File: src/rtl/fifo_rr_ctrl_if.sv
// Write/read handshake and storage-control bundle for the shared FIFO controller.
// master drives requests and data; slave is the controller.
interface fifo_rr_ctrl_if #(
    parameter int unsigned DEPTH = 2,
    parameter int unsigned WIDTH = 8
);
    logic             req0;
    logic             req1;
    logic [WIDTH-1:0] wdata0;
    logic [WIDTH-1:0] wdata1;
    logic             gnt0;
    logic             gnt1;
    logic             rd_en;
    logic             mem_we;
    logic [DEPTH-1:0] mem_waddr;
    logic [WIDTH-1:0] mem_wdata;
    logic [DEPTH-1:0] mem_raddr;
    logic [DEPTH:0]   wp;
    logic [DEPTH:0]   rp;
    logic             full;
    logic             empty;
    logic [DEPTH:0]   count;
    logic             ovf;
    logic             udf;

    modport master (
        output req0, req1, wdata0, wdata1, rd_en,
        input  gnt0, gnt1, mem_we, mem_waddr, mem_wdata, mem_raddr,
        input  wp, rp, full, empty, count, ovf, udf
    );

    modport slave (
        input  req0, req1, wdata0, wdata1, rd_en,
        output gnt0, gnt1, mem_we, mem_waddr, mem_wdata, mem_raddr,
        output wp, rp, full, empty, count, ovf, udf
    );
endinterface

File: src/rtl/fifo_rr_ctrl.sv
// Pointer/flag controller for a shared FIFO with two round-robin write requesters
// and one reader; drives the address/enable/data lines of external storage.
module fifo_rr_ctrl #(
    parameter int unsigned DEPTH = 2,
    parameter int unsigned WIDTH = 8
) (
    input  logic           clk,
    input  logic           rst,
    fifo_rr_ctrl_if.slave  bus
);
    localparam int unsigned PW = DEPTH + 1;

    typedef enum logic {
        LAST0 = 1'b0,
        LAST1 = 1'b1
    } last_e;

    last_e            last_q, last_d;
    logic [PW-1:0]    wp_q, wp_d;
    logic [PW-1:0]    rp_q, rp_d;
    logic             ovf_q, ovf_d;
    logic             udf_q, udf_d;
    logic             full_c;
    logic             empty_c;
    logic             gnt0_c;
    logic             gnt1_c;
    logic [WIDTH-1:0] wdata_c;

    // Flags decode straight from the registered pointers; no look-ahead.
    assign empty_c = (wp_q == rp_q);
    assign full_c  = (wp_q[DEPTH-1:0] == rp_q[DEPTH-1:0]) && (wp_q[DEPTH] != rp_q[DEPTH]);

    always_ff @(posedge clk or negedge rst) begin
        if (!rst) begin
            last_q <= LAST1;
            wp_q   <= '0;
            rp_q   <= '0;
            ovf_q  <= 1'b0;
            udf_q  <= 1'b0;
        end else begin
            last_q <= last_d;
            wp_q   <= wp_d;
            rp_q   <= rp_d;
            ovf_q  <= ovf_d;
            udf_q  <= udf_d;
        end
    end

    // Arbitration, pointer advance and reject detection; grants gated by reset.
    always_comb begin
        last_d  = last_q;
        wp_d    = wp_q;
        rp_d    = rp_q;
        ovf_d   = 1'b0;
        udf_d   = 1'b0;
        gnt0_c  = 1'b0;
        gnt1_c  = 1'b0;
        wdata_c = bus.wdata0;
        if (rst) begin
            if ((bus.req0 || bus.req1) && full_c) begin
                ovf_d = 1'b1;
            end else if (bus.req0 && (!bus.req1 || last_q == LAST1)) begin
                gnt0_c = 1'b1;
                last_d = LAST0;
            end else if (bus.req1) begin
                gnt1_c  = 1'b1;
                last_d  = LAST1;
                wdata_c = bus.wdata1;
            end
            if (gnt0_c || gnt1_c) begin
                wp_d = wp_q + PW'(1);
            end
            if (bus.rd_en) begin
                if (empty_c) begin
                    udf_d = 1'b1;
                end else begin
                    rp_d = rp_q + PW'(1);
                end
            end
        end
    end

    assign bus.gnt0      = gnt0_c;
    assign bus.gnt1      = gnt1_c;
    assign bus.mem_we    = gnt0_c | gnt1_c;
    assign bus.mem_waddr = wp_q[DEPTH-1:0];
    assign bus.mem_wdata = wdata_c;
    assign bus.mem_raddr = rp_q[DEPTH-1:0];
    assign bus.wp        = wp_q;
    assign bus.rp        = rp_q;
    assign bus.full      = full_c;
    assign bus.empty     = empty_c;
    assign bus.count     = wp_q - rp_q;
    assign bus.ovf       = ovf_q;
    assign bus.udf       = udf_q;
endmodule

File: src/flat_wrapper.sv
// flat-port wrapper written by rule: the top's interface ports become plain ports
module fifo_rr_ctrl_flat 
#(
    parameter int unsigned DEPTH = 2,
    parameter int unsigned WIDTH = 8
)
  (clk, rst, bus_req0, bus_req1, bus_wdata0, bus_wdata1, bus_rd_en, bus_gnt0, bus_gnt1, bus_mem_we, bus_mem_waddr, bus_mem_wdata, bus_mem_raddr, bus_wp, bus_rp, bus_full, bus_empty, bus_count, bus_ovf, bus_udf);
  fifo_rr_ctrl_if #(.DEPTH(DEPTH), .WIDTH(WIDTH)) bus_i ();
  input  logic clk;
  input  logic rst;
  input wire logic [$bits(bus_i.req0)-1:0] bus_req0;
  input wire logic [$bits(bus_i.req1)-1:0] bus_req1;
  input wire logic [$bits(bus_i.wdata0)-1:0] bus_wdata0;
  input wire logic [$bits(bus_i.wdata1)-1:0] bus_wdata1;
  input wire logic [$bits(bus_i.rd_en)-1:0] bus_rd_en;
  output wire logic [$bits(bus_i.gnt0)-1:0] bus_gnt0;
  output wire logic [$bits(bus_i.gnt1)-1:0] bus_gnt1;
  output wire logic [$bits(bus_i.mem_we)-1:0] bus_mem_we;
  output wire logic [$bits(bus_i.mem_waddr)-1:0] bus_mem_waddr;
  output wire logic [$bits(bus_i.mem_wdata)-1:0] bus_mem_wdata;
  output wire logic [$bits(bus_i.mem_raddr)-1:0] bus_mem_raddr;
  output wire logic [$bits(bus_i.wp)-1:0] bus_wp;
  output wire logic [$bits(bus_i.rp)-1:0] bus_rp;
  output wire logic [$bits(bus_i.full)-1:0] bus_full;
  output wire logic [$bits(bus_i.empty)-1:0] bus_empty;
  output wire logic [$bits(bus_i.count)-1:0] bus_count;
  output wire logic [$bits(bus_i.ovf)-1:0] bus_ovf;
  output wire logic [$bits(bus_i.udf)-1:0] bus_udf;
  assign bus_i.req0 = bus_req0;
  assign bus_i.req1 = bus_req1;
  assign bus_i.wdata0 = bus_wdata0;
  assign bus_i.wdata1 = bus_wdata1;
  assign bus_i.rd_en = bus_rd_en;
  assign bus_gnt0 = bus_i.gnt0;
  assign bus_gnt1 = bus_i.gnt1;
  assign bus_mem_we = bus_i.mem_we;
  assign bus_mem_waddr = bus_i.mem_waddr;
  assign bus_mem_wdata = bus_i.mem_wdata;
  assign bus_mem_raddr = bus_i.mem_raddr;
  assign bus_wp = bus_i.wp;
  assign bus_rp = bus_i.rp;
  assign bus_full = bus_i.full;
  assign bus_empty = bus_i.empty;
  assign bus_count = bus_i.count;
  assign bus_ovf = bus_i.ovf;
  assign bus_udf = bus_i.udf;
  fifo_rr_ctrl #(.DEPTH(DEPTH), .WIDTH(WIDTH)) u_core (.clk(clk), .rst(rst), .bus(bus_i));
endmodule
File: config.mk
export PLATFORM = sky130hd
export DESIGN_NAME = fifo_rr_ctrl_flat
export DESIGN_NICKNAME = d
export VERILOG_FILES = /design/src/rtl/fifo_rr_ctrl_if.sv /design/src/rtl/fifo_rr_ctrl.sv /design/src/flat_wrapper.sv
export SDC_FILE = /design/constraint.sdc
export NUM_CORES = 1
export LEC_CHECK = 0
export ABC_AREA = 1
export BUFFER_PORTS_ARGS = -buffer_cell sky130_fd_sc_hd__buf_2
export CAP_MARGIN = 0
export CORE_MARGIN = 4
export CORE_UTILIZATION = 38
export CTS_BUF_LIST = sky130_fd_sc_hd__clkbuf_2 sky130_fd_sc_hd__clkbuf_4 sky130_fd_sc_hd__clkbuf_8
export CTS_CLUSTER_DIAMETER = 100
export DETAILED_ROUTE_END_ITERATION = 16
export HOLD_SLACK_MARGIN = 0.02
export PLACE_DENSITY_LB_ADDON = 0.08
export SKIP_LAST_GASP = 1
export SLEW_MARGIN = 20
export SYNTH_ARGS = -nofsm -noshare
export SYNTH_HDL_FRONTEND = slang
export SYNTH_SLANG_ARGS = --single-unit
File: constraint.sdc
create_clock -name clk -period 1.7 [get_ports clk]
set_input_delay 0.51 -clock clk [delete_from_list [all_inputs] [get_ports clk]]
set_output_delay 0.51 -clock clk [all_outputs]
set_load 0.02 [all_outputs]
==> impl_metrics.csv <==
group,metric,value,unit
status,status,"complete, but fails checks",
status,failed_checks,"negative setup slack",
place,io_buffers,48,
drt,antenna_left,0,
clocking,cts.sinks,9,
global_routing,grt_pass1_vias,967,
worst_setup_path,startpoint_type,"flip-flop",
global_routing,grt_pass1_wl,3.93,mm
die,die_x,51.3,um
yosys,syn_nets,128,
clocking,cts_tree,"done",
final_layout,area_growth,99.6,%
clocking,cts_root_buf,"clkbuf_4",
worst_setup_path,cp-end-kind,"output port",
clocking,cts.clk_slew.worst_paths,0.06,ns
place,dp_cells,190,
clocking,insertion_delay,0.25,ns
yosys,syn-instance-count,102,
final_layout,finalNonFillerCells,197,
final_layout,num_antenna_cells,0,
clocking,htree_levels,1,
global_routing,antenna_found_initial,0,
drt,drt-total-wl,2.28,mm
die,start_util,0.409,
global_routing,grt_max_degree,11,
timing,slew_viol_final,0,
final_layout,final_common_cell,"buf_2",
worst_setup_path,path_max_fanout,8,
yosys,yosys_warnings,0,
timing,min_period_over_period,1.24,
timing,slew_headroom,0.830,
place,place.gp.congestion,0.758,
worst_setup_path,arrival,1.60,ns
die,die_y,51.3,um
global_routing,overflow,0,
place,hpwl,1.76,mm
clocking,cts_buffers,3,
flow_run,drv_cap,0,
yosys,yosysUniqueCellTypes,17,
drt,drt-initial-drc-count,6,
power_and_ir_drop,p_per_area,1860,nW/um^2
timing,final.setup.worst_slack,-0.414,ns
hold_path,hold_class,"input pin to asynchronous set/reset pin",
final_layout,fin_nets,199,
die,rows,15,
worst_setup_path,required,1.19,ns
die,ioPinCount,49,
timing,hold_slack,0.301,ns
drt,vias_per_cell,4.54,
power_and_ir_drop,worst_ir_drop_vdd,1190,uV
drt,wire_per_inst,11.6,um
timing,rsz0062_at_grt,"yes",
worst_setup_path,reg2regPathDepth,8,
drt,drc,0,
timing,hold_viol_final,0,
global_routing,grt_usage,0.198,
drt,num_vias,894,
timing,setup-violations-final,15,
power_and_ir_drop,power,2.64,mW
die,dieArea,2630,um^2
yosys,netlist_area,713,um^2
yosys,syn_avg_cell_area,6.99,um^2
clocking,clk_path_buf_depth,2,
yosys,ys_ff_latch,9,
die,core_area,1750,um^2
timing,period_needed,2.11,ns
yosys,yosysSeqAreaShare,0.318,
place,post-place-ws,-0.214,ns
final_layout,layout_common_cells,"35 x buf_2, 28 x nand2_1, 21 x buf_4",
worst_setup_path,path_class,"flip-flop to output port",
timing,tightest_slew,0.252,ns
worst_setup_path,rrSetupSlack,0.15,ns
timing,fin_skew,0.00376,ns
final_layout,drive_above_1_share,0.680,
timing,fmax,0.473,GHz
power_and_ir_drop,power.leakage,0.792,nW
drt,drt_pre_antenna_iters,2,
[final timing paths]
kind                                         startpoint                            to
max in group asynchronous                           rst     u_core.last_q$_DFFE_PN1P_
max reg2reg                u_core.bus.rp[0]$_DFFE_PN0P_  u_core.bus.wp[2]$_DFFE_PN0P_
min reg2reg                   u_core.last_q$_DFFE_PN1P_     u_core.last_q$_DFFE_PN1P_
min                                                 rst  u_core.bus.rp[2]$_DFFE_PN0P_
max                        u_core.bus.rp[0]$_DFFE_PN0P_              bus_mem_wdata[5]
min in group clk              u_core.last_q$_DFFE_PN1P_     u_core.last_q$_DFFE_PN1P_
[what timing repair did]
item,4_1_cts,5_1_grt
endpoints found under the setup margin,15,15
resized for setup,37,3
pin swaps,3,1
setup buffers,1,2
hold buffers,0,0
hold endpoints to repair,0,0
[synth_stat cells (all sizes together)]
master,instances,area share
nand3b,1,0.011
nand2,42,0.24
nand3,12,0.091
ha,4,0.070
xor2,1,0.012
fa,1,0.028
buf,5,0.058
nor2,5,0.026
xnor2,2,0.025
dfstp,1,0.037
o21ai,2,0.014
a21oi,1,0.023
dfrtp,8,0.28
inv,17,0.089
[cell families after synthesis]
kind of cell / share of synthesized area
buffers and inverters: 0.147
adder cells (fa/ha/maj): 0.0982
AO/OA/AOI/OAI: 0.0368
XOR/XNOR: 0.0368
AND/OR/NAND/NOR: 0.363
flip-flops: 0.318
[critical path, cell delays in order (launching register included)]
cell     delay (ns)
dfrtp_2        0.43
ha_4           0.27
nand2_2        0.05
inv_2          0.07
nand3_4        0.11
buf_12         0.18
nand3_2        0.06
nand2_2        0.05
buf_6          0.13
[flip-flops by register name, indices dropped and copies added (netlist names)]
| signal | flops |
|---|---|
| u_core.bus.ovf | 1 |
| u_core.last_q | 1 |
| u_core.bus.rp | 3 |
| u_core.bus.wp | 3 |
| u_core.bus.udf | 1 |
[layer usage]
metal  GRT usage  part of all wire
met1       0.195              0.34
met2       0.386              0.54
met3      0.0583             0.099
met4      0.0655             0.016
met5           0                 0
[layout make-up]
| type | instances | area [um^2] |
|---|---|---|
| Inverter | 17 | 63.8 |
| Timing Repair Buffer | 71 | 519 |
| Clock buffer | 4 | 30.0 |
| Tap cell | 25 | 31.3 |
| Multi-Input combinational cell | 71 | 548 |
| Fill cell | 120 | 322 |
| Sequential cell | 9 | 231 |
[through the flow]
step,cell area (um^2),utilization,setup TNS [ns]
after CTS,1390,0.794,-5.43
after global routing,1420,0.816,-6.42
after floorplan,808,-,-0.999
final,1420,0.816,-5.42
after global placement,1210,0.695,-1.91
after detailed placement,1210,0.695,-2.22
[where the power goes]
group | leakage [nW] | internal [mW] | total, mW | switching, mW
combinational | 0.666 | 0.948 | 2.07 | 1.13
sequential | 0.108 | 0.316 | 0.389 | 0.0728
clock | 0.0184 | 0.106 | 0.178 | 0.0723
Power figures use the tool's default switching activity.
